File: src/rtl/cpu_pkg.sv
// Shared types and constants for the CPU memory-bus sequencer and its arbiter.
package cpu_pkg;

    localparam int unsigned ADDR_W_DEF = 8;
    localparam int unsigned DATA_W_DEF = 8;

    typedef enum logic [1:0] {
        ST_IDLE = 2'd0,
        ST_BUSY = 2'd1,
        ST_ACK  = 2'd2
    } state_e;

    localparam logic GNT_IF = 1'b0;
    localparam logic GNT_LS = 1'b1;

endpackage

File: src/rtl/mem_bus_arbiter_if.sv
// Request, completion and memory-bus signals of the two-way bus sequencer.
interface mem_bus_arbiter_if
    import cpu_pkg::*;
#(
    parameter int unsigned ADDR_W = ADDR_W_DEF,
    parameter int unsigned DATA_W = DATA_W_DEF
);
    logic              if_req;
    logic [ADDR_W-1:0] if_addr;
    logic              if_ack;
    logic              if_err;
    logic [DATA_W-1:0] if_rdata;
    logic              ls_req;
    logic              ls_we;
    logic [ADDR_W-1:0] ls_addr;
    logic [DATA_W-1:0] ls_wdata;
    logic              ls_ack;
    logic              ls_err;
    logic [DATA_W-1:0] ls_rdata;
    logic              mem_en;
    logic              mem_we;
    logic [ADDR_W-1:0] mem_addr;
    logic [DATA_W-1:0] mem_wdata;
    logic [DATA_W-1:0] mem_rdata;
    logic              mem_ready;
    logic              busy;

    // Arbiter side: drives completions and the memory bus.
    modport master (
        input  if_req, if_addr, ls_req, ls_we, ls_addr, ls_wdata, mem_rdata, mem_ready,
        output if_ack, if_err, if_rdata, ls_ack, ls_err, ls_rdata,
               mem_en, mem_we, mem_addr, mem_wdata, busy
    );

    // Requesters and memory side.
    modport slave (
        output if_req, if_addr, ls_req, ls_we, ls_addr, ls_wdata, mem_rdata, mem_ready,
        input  if_ack, if_err, if_rdata, ls_ack, ls_err, ls_rdata,
               mem_en, mem_we, mem_addr, mem_wdata, busy
    );

endinterface

File: src/rtl/arb_rr2.sv
// Two-requester round-robin pick; the 'last' history bit lives in the caller.
module arb_rr2
    import cpu_pkg::*;
(
    input  logic if_req,
    input  logic ls_req,
    input  logic last,
    output logic gnt_valid,
    output logic gnt_id
);

    always_comb begin
        gnt_valid = if_req | ls_req;
        if (if_req && ls_req) begin
            gnt_id = ~last;
        end else if (ls_req) begin
            gnt_id = GNT_LS;
        end else begin
            gnt_id = GNT_IF;
        end
    end

endmodule

File: src/rtl/mem_bus_arbiter.sv
// Shares the single-port memory bus between instruction fetch and load/store,
// running one IDLE->BUSY->ACK transaction per grant with a bounded wait.
module mem_bus_arbiter
    import cpu_pkg::*;
#(
    parameter int unsigned ADDR_W  = ADDR_W_DEF,
    parameter int unsigned DATA_W  = DATA_W_DEF,
    parameter int unsigned TIMEOUT = 16
) (
    input  logic                clk,
    input  logic                rst,
    mem_bus_arbiter_if.master   bus
);

    localparam int unsigned        CNT_W    = $clog2(TIMEOUT);
    localparam logic [CNT_W-1:0]   CNT_LAST = CNT_W'(TIMEOUT - 1);

    state_e            state_q, state_d;
    logic              last_q, last_d;
    logic              grant_q, grant_d;
    logic [CNT_W-1:0]  cnt_q, cnt_d;
    logic              mem_en_q, mem_en_d;
    logic              mem_we_q, mem_we_d;
    logic [ADDR_W-1:0] mem_addr_q, mem_addr_d;
    logic [DATA_W-1:0] mem_wdata_q, mem_wdata_d;
    logic              if_ack_q, if_ack_d, if_err_q, if_err_d;
    logic              ls_ack_q, ls_ack_d, ls_err_q, ls_err_d;
    logic [DATA_W-1:0] if_rdata_q, if_rdata_d, ls_rdata_q, ls_rdata_d;
    logic              busy_q, busy_d;

    logic              gnt_valid, gnt_id;
    logic              timed_out;
    logic [DATA_W-1:0] rd_val;

    arb_rr2 u_arb (
        .if_req    (bus.if_req),
        .ls_req    (bus.ls_req),
        .last      (last_q),
        .gnt_valid (gnt_valid),
        .gnt_id    (gnt_id)
    );

    always_comb begin
        state_d     = state_q;
        last_d      = last_q;
        grant_d     = grant_q;
        cnt_d       = cnt_q;
        mem_en_d    = mem_en_q;
        mem_we_d    = mem_we_q;
        mem_addr_d  = mem_addr_q;
        mem_wdata_d = mem_wdata_q;
        if_rdata_d  = if_rdata_q;
        ls_rdata_d  = ls_rdata_q;
        if_ack_d    = 1'b0;
        if_err_d    = 1'b0;
        ls_ack_d    = 1'b0;
        ls_err_d    = 1'b0;
        timed_out   = ~bus.mem_ready;
        rd_val      = bus.mem_ready ? bus.mem_rdata : '0;

        unique case (state_q)
            ST_IDLE: begin
                if (gnt_valid) begin
                    state_d  = ST_BUSY;
                    grant_d  = gnt_id;
                    last_d   = gnt_id;
                    cnt_d    = '0;
                    mem_en_d = 1'b1;
                    if (gnt_id == GNT_LS) begin
                        mem_addr_d  = bus.ls_addr;
                        mem_we_d    = bus.ls_we;
                        mem_wdata_d = bus.ls_wdata;
                    end else begin
                        mem_addr_d  = bus.if_addr;
                        mem_we_d    = 1'b0;
                        mem_wdata_d = '0;
                    end
                end
            end
            ST_BUSY: begin
                // Ready takes priority over the timeout when both land in the same cycle.
                if (bus.mem_ready || cnt_q == CNT_LAST) begin
                    state_d  = ST_ACK;
                    mem_en_d = 1'b0;
                    if (grant_q == GNT_IF) begin
                        if_ack_d   = 1'b1;
                        if_err_d   = timed_out;
                        if_rdata_d = rd_val;
                    end else begin
                        ls_ack_d = 1'b1;
                        ls_err_d = timed_out;
                        if (!mem_we_q) begin
                            ls_rdata_d = rd_val;
                        end
                    end
                end else begin
                    cnt_d = cnt_q + 1'b1;
                end
            end
            ST_ACK: begin
                state_d = ST_IDLE;
            end
            default: begin
                state_d = ST_IDLE;
            end
        endcase

        busy_d = (state_d != ST_IDLE);
    end

    always_ff @(posedge clk or negedge rst) begin
        if (!rst) begin
            state_q     <= ST_IDLE;
            last_q      <= GNT_LS;
            grant_q     <= GNT_IF;
            cnt_q       <= '0;
            mem_en_q    <= 1'b0;
            mem_we_q    <= 1'b0;
            mem_addr_q  <= '0;
            mem_wdata_q <= '0;
            if_ack_q    <= 1'b0;
            if_err_q    <= 1'b0;
            ls_ack_q    <= 1'b0;
            ls_err_q    <= 1'b0;
            if_rdata_q  <= '0;
            ls_rdata_q  <= '0;
            busy_q      <= 1'b0;
        end else begin
            state_q     <= state_d;
            last_q      <= last_d;
            grant_q     <= grant_d;
            cnt_q       <= cnt_d;
            mem_en_q    <= mem_en_d;
            mem_we_q    <= mem_we_d;
            mem_addr_q  <= mem_addr_d;
            mem_wdata_q <= mem_wdata_d;
            if_ack_q    <= if_ack_d;
            if_err_q    <= if_err_d;
            ls_ack_q    <= ls_ack_d;
            ls_err_q    <= ls_err_d;
            if_rdata_q  <= if_rdata_d;
            ls_rdata_q  <= ls_rdata_d;
            busy_q      <= busy_d;
        end
    end

    assign bus.if_ack    = if_ack_q;
    assign bus.if_err    = if_err_q;
    assign bus.if_rdata  = if_rdata_q;
    assign bus.ls_ack    = ls_ack_q;
    assign bus.ls_err    = ls_err_q;
    assign bus.ls_rdata  = ls_rdata_q;
    assign bus.mem_en    = mem_en_q;
    assign bus.mem_we    = mem_we_q;
    assign bus.mem_addr  = mem_addr_q;
    assign bus.mem_wdata = mem_wdata_q;
    assign bus.busy      = busy_q;

endmodule

File: src/flat_wrapper.sv
// flat-port wrapper written by rule: the top's interface ports become plain ports
module mem_bus_arbiter_flat import cpu_pkg::*;
#(
    parameter int unsigned ADDR_W  = ADDR_W_DEF,
    parameter int unsigned DATA_W  = DATA_W_DEF,
    parameter int unsigned TIMEOUT = 16
)
  (clk, rst, bus_if_req, bus_if_addr, bus_ls_req, bus_ls_we, bus_ls_addr, bus_ls_wdata, bus_mem_rdata, bus_mem_ready, bus_if_ack, bus_if_err, bus_if_rdata, bus_ls_ack, bus_ls_err, bus_ls_rdata, bus_mem_en, bus_mem_we, bus_mem_addr, bus_mem_wdata, bus_busy);
  mem_bus_arbiter_if #(.ADDR_W(ADDR_W), .DATA_W(DATA_W)) bus_i ();
  input  logic clk;
  input  logic rst;
  input wire logic [$bits(bus_i.if_req)-1:0] bus_if_req;
  input wire logic [$bits(bus_i.if_addr)-1:0] bus_if_addr;
  input wire logic [$bits(bus_i.ls_req)-1:0] bus_ls_req;
  input wire logic [$bits(bus_i.ls_we)-1:0] bus_ls_we;
  input wire logic [$bits(bus_i.ls_addr)-1:0] bus_ls_addr;
  input wire logic [$bits(bus_i.ls_wdata)-1:0] bus_ls_wdata;
  input wire logic [$bits(bus_i.mem_rdata)-1:0] bus_mem_rdata;
  input wire logic [$bits(bus_i.mem_ready)-1:0] bus_mem_ready;
  output wire logic [$bits(bus_i.if_ack)-1:0] bus_if_ack;
  output wire logic [$bits(bus_i.if_err)-1:0] bus_if_err;
  output wire logic [$bits(bus_i.if_rdata)-1:0] bus_if_rdata;
  output wire logic [$bits(bus_i.ls_ack)-1:0] bus_ls_ack;
  output wire logic [$bits(bus_i.ls_err)-1:0] bus_ls_err;
  output wire logic [$bits(bus_i.ls_rdata)-1:0] bus_ls_rdata;
  output wire logic [$bits(bus_i.mem_en)-1:0] bus_mem_en;
  output wire logic [$bits(bus_i.mem_we)-1:0] bus_mem_we;
  output wire logic [$bits(bus_i.mem_addr)-1:0] bus_mem_addr;
  output wire logic [$bits(bus_i.mem_wdata)-1:0] bus_mem_wdata;
  output wire logic [$bits(bus_i.busy)-1:0] bus_busy;
  assign bus_i.if_req = bus_if_req;
  assign bus_i.if_addr = bus_if_addr;
  assign bus_i.ls_req = bus_ls_req;
  assign bus_i.ls_we = bus_ls_we;
  assign bus_i.ls_addr = bus_ls_addr;
  assign bus_i.ls_wdata = bus_ls_wdata;
  assign bus_i.mem_rdata = bus_mem_rdata;
  assign bus_i.mem_ready = bus_mem_ready;
  assign bus_if_ack = bus_i.if_ack;
  assign bus_if_err = bus_i.if_err;
  assign bus_if_rdata = bus_i.if_rdata;
  assign bus_ls_ack = bus_i.ls_ack;
  assign bus_ls_err = bus_i.ls_err;
  assign bus_ls_rdata = bus_i.ls_rdata;
  assign bus_mem_en = bus_i.mem_en;
  assign bus_mem_we = bus_i.mem_we;
  assign bus_mem_addr = bus_i.mem_addr;
  assign bus_mem_wdata = bus_i.mem_wdata;
  assign bus_busy = bus_i.busy;
  mem_bus_arbiter #(.ADDR_W(ADDR_W), .DATA_W(DATA_W), .TIMEOUT(TIMEOUT)) u_core (.clk(clk), .rst(rst), .bus(bus_i));
endmodule
File: config.mk
export PLATFORM = sky130hd
export DESIGN_NAME = mem_bus_arbiter_flat
export DESIGN_NICKNAME = d
export VERILOG_FILES = /design/src/rtl/cpu_pkg.sv /design/src/rtl/mem_bus_arbiter_if.sv /design/src/rtl/arb_rr2.sv /design/src/rtl/mem_bus_arbiter.sv /design/src/flat_wrapper.sv
export SDC_FILE = /design/constraint.sdc
export NUM_CORES = 1
export LEC_CHECK = 0
export ABC_AREA = 1
export CORE_MARGIN = 2
export CORE_UTILIZATION = 30
export CTS_CLUSTER_DIAMETER = 100
export DETAILED_ROUTE_END_ITERATION = 10
export DONT_BUFFER_PORTS = 1
export PLACE_DENSITY = 0.45
export SLEW_MARGIN = 10
export SYNTH_ARGS = -nofsm -noshare
export SYNTH_HDL_FRONTEND = slang
export SYNTH_HIERARCHICAL = 1
export SYNTH_SLANG_ARGS = --single-unit
File: constraint.sdc
create_clock -name clk -period 1.28 [get_ports clk]
set_clock_uncertainty 0.1 [all_clocks]
set_input_delay 0.192 -clock clk [delete_from_list [all_inputs] [get_ports clk]]
set_output_delay 0.192 -clock clk [all_outputs]
set_load 0.05 [all_outputs]
* Yosys cells after proc, flatten, opt, wreduce, memory -nomap -nowiden *
Cells that the tools add are included.

storage, ports and cells
  register bits = 47

cells by class
  $add $sub $neg = 1
  reductions and logical operators = 10
  multiplexer cells = 27
  bitwise operators = 5
  equal/unequal tests = 5

operators with widths
  cell                                                                     number
  8-bit 2-to-1 mux                                                         3
  1-bit 2-to-1 mux                                                         17
  3-bit AND reduction                                                      3
  4-bit 2-to-1 mux                                                         2
  4-bit case mux with 2 select lines                                       1
  4-bit by 1-bit adder with 4-bit output, second input constant            1
  4-bit equality test, second input constant                               1
  2-bit 2-to-1 mux                                                         2
  2-bit by 1-bit inequality test with 1-bit output, second input constant  2
  1-bit inverter                                                           4
  2-bit case mux with 2 select lines                                       1
  4-bit AND reduction                                                      1
  2-bit nonzero test                                                       2
  2-bit by 1-bit equality test with 1-bit output, second input constant    1
  2-bit zero test                                                          1
  2-bit inequality test, second input constant                             1
  1-bit case mux with 2 select lines                                       1
  2-bit AND reduction                                                      1
  1-bit logical AND                                                        1
  1-bit logical OR                                                         1
  1-bit bitwise OR                                                         1

* Longest topological paths before layout *
Gate-level depths: netlist of run 1.

  word-level depth = 5
  gate-level depth with buffers = 7
  mapped depth without buffers = 6

* Cells and area by module *
The synthesis of run 1 kept the hierarchy.

by module, submodules not included
  module           times used  cells each  area each (um^2)
  mem_bus_arbiter  1           214         2009.4
  arb_rr2          1           3           15.0

* Worst setup path after synthesis of run 1 *
Ideal clock, no wire load.

  path type = register to register
  start point = reg u_core.mem_we_q, in the netlist u_core/bus.mem_we
  end point = reg u_core.ls_rdata_q[6], in the netlist u_core/bus.ls_rdata[6]
  period minus slack after synthesis = 1416 ps
  slack = -136 ps
  path buffers = 1
  arrival time = 1196 ps
  cell stages (with the launch flop) = 6
  data required time = 1060 ps
  cells stage by stage = dfrtp_1 nor2_1 nand3_4 buf_6 nand2_1 o21ai_2

on the way
  longest elaborated chain between the ends = 2

ends and longest elaborated chain
  element                               RTL line                text
  start, declared                       mem_bus_arbiter.sv:23   logic mem_we_q, mem_we_d;
  start signal, assigned                mem_bus_arbiter.sv:134  mem_we_q <= mem_we_d;
  1-bit inverter (no source line)       -
  4-bit AND reduction (no source line)  -
  end signal, assigned                  mem_bus_arbiter.sv:142  ls_rdata_q <= ls_rdata_d;
  end, declared                         mem_bus_arbiter.sv:28   logic [DATA_W-1:0] if_rdata_q, if_rdata_d, ls_rdata_q, ls_rdata_d;

Every way passes these cells.
A chain may end at the register's enable or synchronous reset.

* Worst setup path after layout of run 1 *
  start point = reg u_core.cnt_q[1]
  end point = reg u_core.ls_rdata_q[0], in the netlist u_core/bus.ls_rdata[0]

on the way
  longest elaborated chain between the ends = 3

ends and longest elaborated chain
  element                               RTL line                text
  start, declared                       mem_bus_arbiter.sv:21   logic [CNT_W-1:0] cnt_q, cnt_d;
  start signal, assigned                mem_bus_arbiter.sv:132  cnt_q <= cnt_d;
  4-bit equality test                   mem_bus_arbiter.sv:82   if (bus.mem_ready || cnt_q == CNT_LAST) begin
  1-bit logical OR                      mem_bus_arbiter.sv:82
  4-bit AND reduction (no source line)  -

Every way passes these cells.

==> flow_summary_export.csv, run 1 <==
group,metric,value,unit
sta,fmax,754,MHz
placed_design,gp_congestion,0.769,
job,maxCapViolCount,0,
die,die_w,86.1,um
placed_design,place_ws,-0.115,ns
worst_setup_path,worst_setup_path_end_kind,"flip-flop",
finish,layoutNonFillerInstCount,361,
sta,tightest_slew,0.501,ns
pwr,p_leak,0.00136,uW
synthesis,synth_area_leaders,"dfrtp_1, nand2_1, o21ai_2",
worst_setup_path,crit_required,1.38,ns
placed_design,dpl_cell_area,2370,um2
die,ios,77,
worst_setup_path,cpPeakStageDelay,0.40,ns
finish,fin_area,2880,um2
finish,nFillCells,615,
clock_tree,cts_max_level,2,
die,coreArea,6420,um2
die,start_util,0.315,
clock_tree,clkLatencyLatePin,0.30,ns
synthesis,post-synth-top-count-cell,"nand2_1",
synthesis,netlist_area,2020,um2
routing,wl,5060,um
synthesis,syn_nets,256,
worst_setup_path,cp.arrival,1.42,ns
clock_tree,cts_tree,"yes",
synthesis,syn_inst,217,
grt,grt_usage,0.146,
sta,setup_viol,19,
worst_setup_path,reg2reg_depth,6,
routing,routed_via_density,4.67,
finish,final_nets,322,
die,fp.dieH,86.1,um
synthesis,synth_common_cells,"nand2_1, dfrtp_1, o21ai_0",
synthesis,synth.top_cell.area_share,0.569,
worst_setup_path,r2r-start,"u_core/cnt_q[1]",
die,die_area,7420,um2
sta,rsz0062_at_grt,"true",
placed_design,place_inst,323,
finish,syn_to_final_growth,42.1,%
synthesis,yosysTopAreaCell,"dfrtp_1",
clock_tree,cts-root-buf,"clkbuf_8",
sta,fin_ws,-0.0459,ns
grt,gr-total-overflow,0,
synthesis,ys.flop_type,"dfrtp_1",
pwr,p_per_area,2770,nW/um2
routing,drtIter0Drc,84,
pwr,ir_drop,1300,uV
sta,hold_viol_final,49,
worst_setup_path,worst-setup-path-type,"reg2reg",
routing,postRouteAntennaNets,0,
synthesis,synth-async-reset-ratio,1.00,
clock_tree,cts_buffer_depth,2,
sta,finalMaxSlewViolations,0,
synthesis,ys_seq_elements,47,
worst_setup_path,critPathLaunchType,"flip-flop",
routing,via_count,1687,
finish,n_antenna_cell,0,
sta,finalCritPeriodShare,1.04,
sta,whs,-0.530,ns
routing,drc,0,
placed_design,hpwl,3110,um
sta,period_needed,1.33,ns
clock_tree,hold_buffers,22,
worst_setup_path,r2r_end,"u_core/bus.ls_rdata[0]",
outcome,status,"finished with violations",
grt,antenna_found_initial,0,
die,rows,29,
clock_tree,clock_sinks,47,
synthesis,ys.warnings.count,6,
grt,grt_start_max_net_pins,48,
worst_setup_path,crit_chain,"ha_4, nand3_4, nand2_8, nand3_4, nand2_1, o21ai_2",
placed_design,io_buffer_count,0,
routing,wl_per_cell,14.0,um
synthesis,synth.avg_cell_area,9.33,um2
routing,firstDrtPassIters,4,
grt,grt_pass1_wl,8420,um
outcome,violations,"negative hold slack, negative setup slack",
clock_tree,numCtsBuffers,5,
worst_setup_path,crit_fanout,8,
worst_setup_path,rrSetupSlack,-0.05,ns
finish,drive_gt1_frac,0.335,
clock_tree,clk_pin_slew,0.10,ns
grt,grt_pass1_vias,1642,
min_path,hp-class,"in2async",
worst_setup_path,critPathMostFrequentCell,"nand3_4",
worst_setup_path,crit_buf_inv,0,
synthesis,synth_edf_count,0,
synthesis,yosysSeqAreaShare,0.582,
worst_setup_path,slowest_stage,"dfrtp_1",
synthesis,ys_types,22,
sta,slew_headroom,0.666,
worst_setup_path,critical-path-top-delay-family,"simple AND/OR/NAND/NOR gates",
-- layer usage --
layer  GRT usage  up-vias  part of all wire
li1            -      837                 -
met1       0.197      804              0.45
met2       0.233       42              0.49
met3      0.0375        4             0.042
met4      0.0433        0             0.011
met5           0        -                 0
-- power by group --
group | leakage (uW) | total (uW) | internal, uW | switching, uW
Clock | 0.0000489 | 964 | 447 | 517
Sequential | 0.000597 | 2990 | 2120 | 871
Combinational | 0.000718 | 4020 | 1330 | 2690
-- placed cells by master (no fill, tap or decap) --
cell type and n:
nand2_8 1, o21ai_1 17, a21oi_4 1, nand3_2 3
buf_12 1, nand2_2 7, nand4_1 1, clkbuf_8 6
nand3_1 5, or2_1 1, dfrtp_2 5, inv_1 16
nand3_4 6, nor3_1 1, nand2_1 68, dfstp_2 1
buf_4 38, buf_6 4, inv_2 2, ha_4 1
o21ai_0 10, nor2_1 5, xnor2_1 1, dlygate4sd3_1 22
clkbuf_1 1, o21ai_2 16, inv_6 1, dfrtp_1 41
nor2_4 2
-- state kept, by name (all words and copies together), names as in the netlist --
name / cells
u_core/bus.ls_rdata: 8
u_core/bus.mem_addr: 8
u_core/bus.mem_wdata: 8
u_core/bus.mem_en: 1
u_core/bus.mem_we: 1
u_core/state_q: 2
u_core/last_q: 1
u_core/cnt_q: 4
u_core/bus.ls_ack: 1
u_core/bus.if_err: 1
u_core/bus.if_rdata: 8
u_core/bus.busy: 1
u_core/grant_q: 1
u_core/bus.if_ack: 1
u_core/bus.ls_err: 1
-- layout make-up --
cell class | instances | area [um2] | share of cell area
Tap cell | 77 | 96.3 | 0.0335
Inverter | 18 | 67.6 | 0.0235
Clock buffer | 7 | 86.3 | 0.0300
Timing Repair Buffer | 65 | 571 | 0.198
Multi-Input combinational cell | 146 | 863 | 0.300
Sequential cell | 47 | 1180 | 0.411
Clock inverter | 1 | 8.76 | 0.00304
-- stage by stage --
| stage | utilization | power [uW] | hold slack [ns] | setup TNS [ns] |
|---|---|---|---|---|
| after global placement | 0.369 | 6500 | -0.202 | -1.10 |
| after global routing | 0.448 | 8470 | -0.552 | -1.97 |
| after detailed placement | 0.369 | 6520 | -0.202 | -1.93 |
| final | 0.448 | 7980 | -0.530 | -0.506 |
| after floorplan | - | 5480 | -0.204 | -0.505 |
| after CTS | 0.440 | 7900 | -0.542 | -0.367 |
-- cell families (layout without fill, tap and decap cells) --
logic type,after synthesis,after routing,share of synthesized area
DFF,47,47,0.582
buffers and inverters,28,91,0.0599
adders and majority gates,1,1,0.00618
xor gates and xnor gates,1,1,0.00433
and+or+nand+nor,96,100,0.210
AOI/OAI and AO/OA,44,44,0.138
-- worst max-delay path by stage --
stage,startpoint,end,slack [ns],depth (start not counted)
finish,u_core/cnt_q[1],u_core/bus.ls_rdata[0],-0.05,6
floorplan,u_core/cnt_q[0],u_core/bus.ls_rdata[6],-0.09,7
CTS,u_core/cnt_q[0],u_core/bus.if_rdata[1],-0.04,6
global placement,u_core/cnt_q[1],u_core/bus.if_rdata[6],-0.07,6
global route,u_core/cnt_q[1],u_core/bus.ls_rdata[7],-0.11,6
detailed placement,u_core/cnt_q[0],u_core/bus.if_rdata[3],-0.12,6
-- what timing repair did --
action,in CTS,in global routing
cloned,4,0
pin swaps,2,4
gates resized for setup,16,19
hold endpoints to repair,78,47
buffers inserted,1,3
endpoints found under the setup margin,25,46
Power figures use the tool's default switching activity.
==> run 2, diff against run 1 <==
Settings changed: ABC_AREA 1 to default.
==> run 2 against run 1 <==
  * The flow still finishes with violations (negative hold slack, negative setup slack)
  * First-iteration DRC count fell by 43%
  * Combinational power fell by 9.5%
  * Register-to-register slack got worse by 0.19 ns
  * Sequential share of layout area fell by 1.1 points
  * Total power rose by 5.4%
  * Largest cell class unchanged
  * Die area fell by 2.9%
  * Global-route usage rose by 1.1 points
  * Critical path depth fell by 2
  * Largest power group is now sequential cells
  * Sequential power rose by 23%
  * Final area rose by 3.5%
==> flow_summary_export.csv, run 2 <==
group,metric,value,unit
outcome,status,"finished with violations",
outcome,violations,"negative hold slack, negative setup slack",
finish,syn_to_final_growth,51.8,%
synthesis,synthMuxAreaShare,0.0816,
pwr,p_sw,4170,uW
clock_tree,numCtsBuffers,5,
routing,drc,0,
synthesis,synthSimpleGateAreaFrac,0.164,
routing,drtIter0Drc,48,
synthesis,synth_adder_area_share,0.00638,
finish,nFillCells,579,
routing,routed_via_density,4.96,
synthesis,synth_common_cells,"dfrtp_1, nand2_1, mux2i_1",
routing,postRouteAntennaNets,0,
synthesis,ys.flop_type,"dfrtp_1",
clock_tree,clk_pin_slew,0.09,ns
clock_tree,cts_tree,"yes",
worst_setup_path,worst-setup-path-type,"reg2reg",
sta,finalCritPeriodShare,1.18,
worst_setup_path,worst_setup_path_end_kind,"flip-flop",
routing,wl,5470,um
pwr,p_leak,0.00142,uW
die,die_area,7200,um2
clock_tree,clock_sinks,47,
routing,via_count,1663,
synthesis,ys_seq_elements,47,
job,maxCapViolCount,0,
worst_setup_path,cp.arrival,1.60,ns
sta,finalMaxSlewViolations,0,
clock_tree,cts-root-buf,"clkbuf_8",
grt,grt_pass1_vias,1825,
die,fp.dieH,84.9,um
sta,fin_ws,-0.237,ns
routing,firstDrtPassIters,4,
pwr,p_per_area,2820,nW/um2
clock_tree,cts_buffer_depth,2,
routing,wl_per_cell,16.3,um
finish,drive_gt1_frac,0.364,
synthesis,yosysSeqAreaShare,0.600,
synthesis,synth_top_family_by_area,"simple AND/OR/NAND/NOR gates",
synthesis,netlist_area,1960,um2
finish,n_antenna_cell,0,
sta,setup_viol,45,
synthesis,synth-async-reset-ratio,1.00,
pwr,combPwrFrac,0.433,
placed_design,gp_congestion,0.724,
synthesis,synth_edf_count,0,
synthesis,post-synth-top-count-cell,"dfrtp_1",
grt,antenna_found_initial,0,
clock_tree,cts_max_level,2,
sta,rsz0062_at_grt,"true",
synthesis,synth_compound_area_frac,0.0982,
synthesis,ys_types,30,
sta,slew_headroom,0.595,
synthesis,syn_inst,183,
sta,whs,-0.527,ns
pwr,ir_drop,1400,uV
clock_tree,clkLatencyLatePin,0.30,ns
synthesis,syn_nets,222,
worst_setup_path,crit_fanout,5,
die,coreArea,6350,um2
pwr,internal_power,4240,uW
grt,grt_pass1_wl,9000,um
synthesis,synth_xor_xnor_area_share,0,
synthesis,synth_area_leaders,"dfrtp_1, mux2i_1, nand2_1",
synthesis,synth.avg_cell_area,10.7,um2
die,rows,29,
sta,hold_viol_final,47,
die,start_util,0.309,
synthesis,synth.top_cell.area_share,0.587,
pwr,clkPwrFrac,0.128,
sta,fmax,659,MHz
placed_design,io_buffer_count,0,
worst_setup_path,crit_required,1.37,ns
synthesis,ys.warnings.count,6,
pwr,seqPwrFrac,0.439,
die,ios,77,
finish,final_nets,296,
grt,grt_usage,0.157,
worst_setup_path,critPathLaunchType,"flip-flop",
pwr,switching_share,0.496,
synthesis,yosysTopAreaCell,"dfrtp_1",
finish,final_util,0.469,
clock_tree,hold_buffers,34,
grt,gr-total-overflow,0,
grt,grt_start_max_net_pins,48,
die,die_w,84.9,um
pwr,power.total,8410,uW
sta,tightest_slew,0.606,ns
sta,period_needed,1.52,ns
placed_design,hpwl,3250,um
finish,layout_common_cells,"dfrtp_1, dlygate4sd3_1, buf_4",
min_path,hp-class,"in2async",
run 2: critical path: stages (launching register included):
cell and delay (ns):
dfrtp_1 0.40, ha_4 0.17, a31oi_2 0.13, or3_4 0.39
a32o_1 0.22
run 2: what timing repair did:
action / CTS / global route
endpoints found under the setup margin: 45 / 53
setup buffers: 4 / 0
pin swaps: 21 / 10
hold endpoints to repair: 82 / 47
cloned: 5 / 0
resized for setup: 22 / 29
run 2: path summary, 6_finish.rpt:
path	startpoint	end	slack [ns]	cells after the start
max in group asynchronous	rst	u_core/last_q	1.42	0
hold reg to reg	u_core/last_q	u_core/last_q	0.38	2
min in group clk	bus_mem_ready	u_core/cnt_q[3]	0.05	3
hold / removal	rst	u_core/bus.if_err	-0.53	0
setup reg to reg	u_core/cnt_q[0]	u_core/bus.if_rdata[4]	-0.24	4
setup / recovery	u_core/cnt_q[0]	u_core/bus.if_rdata[4]	-0.24	4
run 2: through the flow:
stage / instances / worst slack (ns) / area, um2 / hold slack (ns) / setup TNS [ns]
floorplan: 183 / -0.277 / 2010 / -0.204 / -4.44
global placement: 284 / -0.299 / 2300 / -0.202 / -6.63
detailed placement: 284 / -0.369 / 2300 / -0.202 / -8.08
CTS: 335 / -0.250 / 2910 / -0.541 / -6.12
global route: 335 / -0.312 / 2980 / -0.558 / -8.75
finish: 335 / -0.237 / 2980 / -0.527 / -6.45
run 2: final cells by class:
type                            instances  area (um2)  area share
Sequential cell                        47        1190       0.400
Multi-Input combinational cell        117         850       0.285
Timing Repair Buffer                   73         681       0.229
Tap cell                               77        96.3      0.0324
Clock buffer                            6        72.6      0.0244
Inverter                               13        48.8      0.0164
Clock inverter                          2        37.5      0.0126
run 2: layer usage:
| layer | track usage | wire length, um |
|---|---|---|
| met5 | 0 | 0 |
| met4 | 0.0476 | 34 |
| met3 | 0.0486 | 349 |
| met2 | 0.285 | 2900 |
| met1 | 0.177 | 2190 |
run 2: power groups by stage:
stage | sequential, uW | clock, uW | combinational [uW]
after global routing | 3780 | 1190 | 3900
after floorplan | 4490 | 0 | 1160
after CTS | 3630 | 1110 | 3530
after global placement | 3600 | 0 | 2920
after detailed placement | 3630 | 0 | 3000
final | 3690 | 1080 | 3640
run 2: kinds of logic (layout without fill, tap and decap cells):
| family | count (synthesis) | count (layout) |
|---|---|---|
| simple gates | 70 | 74 |
| flops | 47 | 47 |
| compound gates | 26 | 26 |
| buf+inv | 23 | 94 |
| mux | 16 | 16 |
| fa+ha+maj | 1 | 1 |
